`config.mk`:
```
export PLATFORM = sky130hd
export DESIGN_NAME = enemy_spawn_pattern_gen
export DESIGN_NICKNAME = d
export VERILOG_FILES = /design/src/rtl/enemy_spawn_pkg.sv /design/src/rtl/enemy_spawn_channel.sv /design/src/rtl/enemy_spawn_pattern_gen.sv
export SDC_FILE = /design/constraint.sdc
export NUM_CORES = 1
export LEC_CHECK = 0
export BUFFER_PORTS_ARGS = -buffer_cell sky130_fd_sc_hd__buf_2
export CORE_ASPECT_RATIO = 1.5
export CORE_MARGIN = 4
export CORE_UTILIZATION = 50
export DETAILED_ROUTE_END_ITERATION = 10
export GPL_TIMING_DRIVEN = 0
export PLACE_DENSITY = 0.71
export SETUP_SLACK_MARGIN = 0.5
export SYNTH_ARGS = -nofsm -noshare
export SYNTH_HDL_FRONTEND = slang
export SYNTH_SLANG_ARGS = --single-unit
```
`constraint.sdc`:
```
create_clock -name clk -period 1.6 [get_ports clk]
set_clock_uncertainty 0.2 [all_clocks]
set_input_delay 0.32 -clock clk [delete_from_list [all_inputs] [get_ports clk]]
set_output_delay 0.32 -clock clk [all_outputs]
set_load 0.01 [all_outputs]
```
`src/rtl/enemy_spawn_pkg.sv`:
```
// rtl/enemy_spawn_pkg.sv - shared types, defaults and width helper for the spawn pattern generator
package enemy_spawn_pkg;

  typedef enum logic {
    SPAWN_ROTATE = 1'b0,
    SPAWN_LFSR   = 1'b1
  } spawn_mode_e;

  localparam int              DEF_WIDTH   = 16;
  localparam int              DEF_NUM_CH  = 4;
  localparam logic [15:0]     DEF_TAPS    = 16'hB400;
  localparam int              DEF_MIN_GAP = 2;
  localparam logic [63:0]     DEF_SEEDS   = 64'h1911_1191_1119_9111;

  // Bits needed to index n items; never less than one so ports stay legal.
  function automatic int cnt_width(input int n);
    return (n <= 2) ? 1 : $clog2(n);
  endfunction

endpackage

```
`src/rtl/enemy_spawn_channel.sv`:
```
// rtl/enemy_spawn_channel.sv - one spawn lane: pattern register, holdoff, step counter, output flops
module enemy_spawn_channel
  import enemy_spawn_pkg::*;
#(
  parameter int               WIDTH   = DEF_WIDTH,
  parameter logic [WIDTH-1:0] TAPS    = WIDTH'(DEF_TAPS),
  parameter int               MIN_GAP = DEF_MIN_GAP
) (
  input  logic             clk,
  input  logic             rst,
  input  logic             adv,
  input  logic             load,
  input  spawn_mode_e      mode,
  input  logic [WIDTH-1:0] seed,
  input  logic [WIDTH-1:0] load_data,
  output logic             spawn,
  output logic             wrap
);

  localparam int CW = cnt_width(WIDTH);
  localparam int HW = cnt_width(MIN_GAP + 1);

  logic [WIDTH-1:0] pattern;
  logic [WIDTH-1:0] pattern_next;
  logic [CW-1:0]    step_cnt;
  logic [HW-1:0]    holdoff;
  logic             out_bit;
  logic             last_step;

  assign last_step = (step_cnt == CW'(WIDTH - 1));

  // Next pattern and emitted bit for an advance; an all-zero LFSR is recovered from the seed.
  always_comb begin
    out_bit      = pattern[0];
    pattern_next = pattern;
    if (mode == SPAWN_LFSR) begin
      if (pattern == '0) begin
        pattern_next = seed;
        out_bit      = 1'b0;
      end else begin
        pattern_next = (pattern >> 1) ^ (pattern[0] ? TAPS : '0);
      end
    end else begin
      pattern_next = {pattern[0], pattern[WIDTH-1:1]};
    end
  end

  // Channel state and registered one-cycle spawn/wrap pulses.
  always_ff @(posedge clk) begin
    if (rst) begin
      pattern  <= seed;
      step_cnt <= '0;
      holdoff  <= '0;
      spawn    <= 1'b0;
      wrap     <= 1'b0;
    end else if (load) begin
      pattern  <= load_data;
      step_cnt <= '0;
      holdoff  <= '0;
      spawn    <= 1'b0;
      wrap     <= 1'b0;
    end else if (adv) begin
      pattern  <= pattern_next;
      wrap     <= last_step;
      step_cnt <= last_step ? '0 : step_cnt + CW'(1);
      if (holdoff != '0) begin
        holdoff <= holdoff - HW'(1);
        spawn   <= 1'b0;
      end else begin
        spawn <= out_bit;
        if (out_bit) begin
          holdoff <= HW'(MIN_GAP);
        end
      end
    end else begin
      spawn <= 1'b0;
      wrap  <= 1'b0;
    end
  end

endmodule

```
`src/rtl/enemy_spawn_pattern_gen.sv`:
```
// rtl/enemy_spawn_pattern_gen.sv - multi-lane spawn generator: load decode, enable gating, lane array
module enemy_spawn_pattern_gen
  import enemy_spawn_pkg::*;
#(
  parameter int                      WIDTH   = DEF_WIDTH,
  parameter int                      NUM_CH  = DEF_NUM_CH,
  parameter logic [NUM_CH*WIDTH-1:0] SEEDS   = DEF_SEEDS,
  parameter logic [WIDTH-1:0]        TAPS    = WIDTH'(DEF_TAPS),
  parameter int                      MIN_GAP = DEF_MIN_GAP
) (
  input  logic                          clk,
  input  logic                          rst,
  input  logic                          step,
  input  logic [NUM_CH-1:0]             ch_en,
  input  logic                          mode,
  input  logic                          load_en,
  input  logic [cnt_width(NUM_CH)-1:0]  load_ch,
  input  logic [WIDTH-1:0]              load_data,
  output logic [NUM_CH-1:0]             spawn,
  output logic [NUM_CH-1:0]             wrap
);

  localparam int LCW = cnt_width(NUM_CH);

  spawn_mode_e mode_sel;
  assign mode_sel = spawn_mode_e'(mode);

  for (genvar c = 0; c < NUM_CH; c++) begin : g_ch
    logic load_hit;
    logic adv;

    // An out-of-range load_ch matches no lane, so such a load is dropped.
    assign load_hit = load_en && (load_ch == LCW'(c));
    assign adv      = step && ch_en[c] && !load_hit;

    enemy_spawn_channel #(
      .WIDTH   (WIDTH),
      .TAPS    (TAPS),
      .MIN_GAP (MIN_GAP)
    ) u_ch (
      .clk       (clk),
      .rst       (rst),
      .adv       (adv),
      .load      (load_hit),
      .mode      (mode_sel),
      .seed      (SEEDS[c*WIDTH +: WIDTH]),
      .load_data (load_data),
      .spawn     (spawn[c]),
      .wrap      (wrap[c])
    );
  end

endmodule

```
==> run metrics <==
first-pass GRT wire length=about 26000 µm; Post-Syn Nets=just over 600; Max Slew Vio Count=0; Top FF cell, synth=dfxtp_1; # IOs=35; Synth cell types=45; Detailed Route Iter0 Violations=414; EDFF count, synth=0; Synth Register Bits=96; via density per instance=about 6.3; antenna violations before repair=0; synthesis-to-layout area growth=58.4%; share of cells above drive strength 1=0.557; Mapped Area=4740 µm²; Worst setup EP type=register; Tot GR Track Use=0.304; pwr dens=815 nW/µm²; first drt pass iteration count=5; sequential fraction of the synthesis area=0.405; cell area after layout=between 7000 and 8000 µm²; register area=~2000 µm²; area of the multi-input gates=between 3000 and 4000 µm²; Setup Crit Path Kind=register to register; status=complete, but fails checks; failing checks=setup timing; H-tree levels=3; Slew HR=0.720; Starting Density=0.512; area of the core=around 9300 µm²; asr flop ratio synth=0; CP required=between 1.5 and 2 ns; chip height=127 µm; reg2reg setup slack=-0.02 ns; final setup violation count=5; Crit Path Max Fanout=5; DRC Markers=0; vias in the first global route=5084; final period utilization=1.01; post-route setup TNS=-0.0500 ns; yosys warns=0; Startpoint Class=register; cts bufs inserted=9; max-capacitance violation count=0; measured slew at the worst slew-check pin=0.421 ns; post-route ant nets=0; Die ar.=11100 µm²; CTS Sinks=96; CP Data Arrival Time=approximately 1.7 ns; cell count after synthesis=approximately 580; Final Hold Viols=0; clk slew on worst S/H paths=0.07 ns; Post-Syn Area per Cell=8.24 µm²; diodes inserted=0; Max Freq=just over 600 MHz; Worst Hold Class=primary input to register; CTS tree=yes; gr ovfl total=0; fin worst setup slack=-0.0189 ns; min cycle time layout=approximately 1.6 ns; post-place instance area=~5300 µm²; final layout net count=between 700 and 800; RSZ-0062 raised after global routing=yes; Via Count=around 5100; routability cong.=around 0.84; pin count of the biggest net entering global routing=17; routed wire length=about 18000 µm; Clock Latency Late Sink=approximately 0.36 ns; # rows=between 40 and 50; DP Wirelength=roughly 9400 µm; port bufs=29; wire length per cell=~22 µm; Filler Cell Count=roughly 520; maximum clock insertion buffer count=2; peak supply drop=~0.71 mV; Leakage=a little under 3 nW; Die Width=87.5 µm; root buf cell=clkbuf_16
cell families after synthesis:
logic type | Yosys count | share of synthesized area
and+or+nand+nor | 278 | 0.268
buffers and inverters | 55 | 0.0697
adders and majority gates | 12 | 0.0317
AOI/OAI and AO/OA | 104 | 0.166
xor gates and xnor gates | 18 | 0.0333
muxes | 12 | 0.0253
DFF | 96 | 0.405
power by group:
group / internal, mW / total, mW / switching (mW)
Combinational: 0.651 / 1.31 / 0.657
Sequential: 2.54 / 2.73 / 0.189
Clock: 1.10 / 2.09 / 0.988
registers in the layout, summed over array words and instances, names as in the netlist:
| name | flops |
|---|---|
| g_ch.u_ch.step_cnt | 16 |
| g_ch.u_ch.wrap | 4 |
| g_ch.u_ch.holdoff | 8 |
| g_ch.u_ch.pattern | 64 |
| g_ch.u_ch.spawn | 4 |
layout by cell type, fill, tap and decap left out, types with 7 or more instances in the layout:
cell type | Yosys | routed
nand2_2 | 1 | 39
nor2_1 | 80 | 68
nand2_1 | 119 | 55
buf_2 | 12 | 19
ha_4 | 0 | 8
o21ai_1 | 1 | 15
nor2_2 | 1 | 10
buf_4 | 16 | 44
a211oi_1 | 16 | 14
nor3_4 | 2 | 8
nand2_4 | 0 | 22
buf_8 | 1 | 11
xnor2_1 | 14 | 8
and3_1 | 17 | 17
dfxtp_2 | 0 | 29
dfxtp_1 | 96 | 55
buf_6 | 5 | 57
o21ai_0 | 22 | 7
clkbuf_16 | 0 | 9
a311oi_2 | 9 | 28
o22ai_1 | 8 | 8
a21oi_2 | 0 | 7
buf_12 | 0 | 9
inv_2 | 0 | 8
mux2i_1 | 12 | 12
a311oi_1 | 27 | 8
dfxtp_4 | 0 | 12
Yosys cell counts (2+ instances only):
cell      count  share of area
nand2_1     119          0.094
dfxtp_1      96           0.41
nor2_1       80          0.063
a311oi_1     27          0.050
o21ai_0      22          0.023
and3_1       17          0.022
a211oi_1     16          0.025
buf_4        16          0.025
xnor2_1      14          0.026
a21oi_1      13          0.014
buf_2        12          0.013
clkbuf_1     12         0.0095
ha_1         12          0.032
mux2i_1      12          0.025
nor4_1       12          0.016
a311oi_2      9          0.029
inv_1         9         0.0071
nand3_1       8         0.0084
nor3_1        8         0.0084
o22ai_1       8          0.011
nand4_1       6         0.0079
buf_6         5          0.012
nor2b_1       4         0.0053
o211ai_1      4         0.0063
xor2_1        4         0.0074
and2_1        3         0.0040
or3_1         3         0.0040
and3b_1       2         0.0037
and4_1        2         0.0037
nand3b_1      2         0.0032
nor3_4        2         0.0069
nor3b_1       2         0.0032
o21a_1        2         0.0032
worst paths after layout:
check                            from                       end  cells past startpoint
max           g_ch[0].u_ch.pattern[7]  g_ch[0].u_ch.pattern[12]                      4
min                     load_data[14]  g_ch[0].u_ch.pattern[14]                      3
max reg2reg   g_ch[0].u_ch.pattern[7]  g_ch[0].u_ch.pattern[12]                      4
min reg2reg  g_ch[3].u_ch.step_cnt[3]         g_ch[3].u_ch.wrap                      2
metal layers:
metal | wire, µm | track usage
met4 | 1560 | 0.178
met1 | 6250 | 0.358
met3 | 1040 | 0.0581
met2 | 8650 | 0.503
met5 | 0 | 0
through the flow:
step                setup WS, ns   util  power [mW]  instances  hold slack (ns)
finish                   -0.0189  0.812        6.12        810           0.0935
CTS                      -0.0107  0.745        5.90        799           0.0927
detailed placement        -0.363  0.568        3.49        716            0.279
floorplan                 0.0429      -        3.24        575            0.246
global route             -0.0665  0.812        6.31        810           0.0914
global placement          -0.276  0.568        3.46        716            0.269
critical path, cell delays in order, from the launching register on:
cell	delay, ns
dfxtp_2	0.32
or4_4	0.55
nor3_4	0.21
a31oi_4	0.14
o211ai_1	0.11
cell type report:
cell class	instances	area share
multi-input combinational	424	0.463
sequential	96	0.267
timing repair buffer	107	0.139
buffer	46	0.0706
clock buffer	10	0.0318
tap	112	0.0187
clock inverter	6	0.00566
inverter	9	0.00450
repair_timing:
item                       in CTS  in global routing
resized for setup             211                134
setup buffers                  60                 11
setup endpoints to repair     104                101
hold buffers                    0                  0
cloned                          7                  0
pin swaps                      90                 44
No activity file was read; power rests on OpenSTA's default activity.
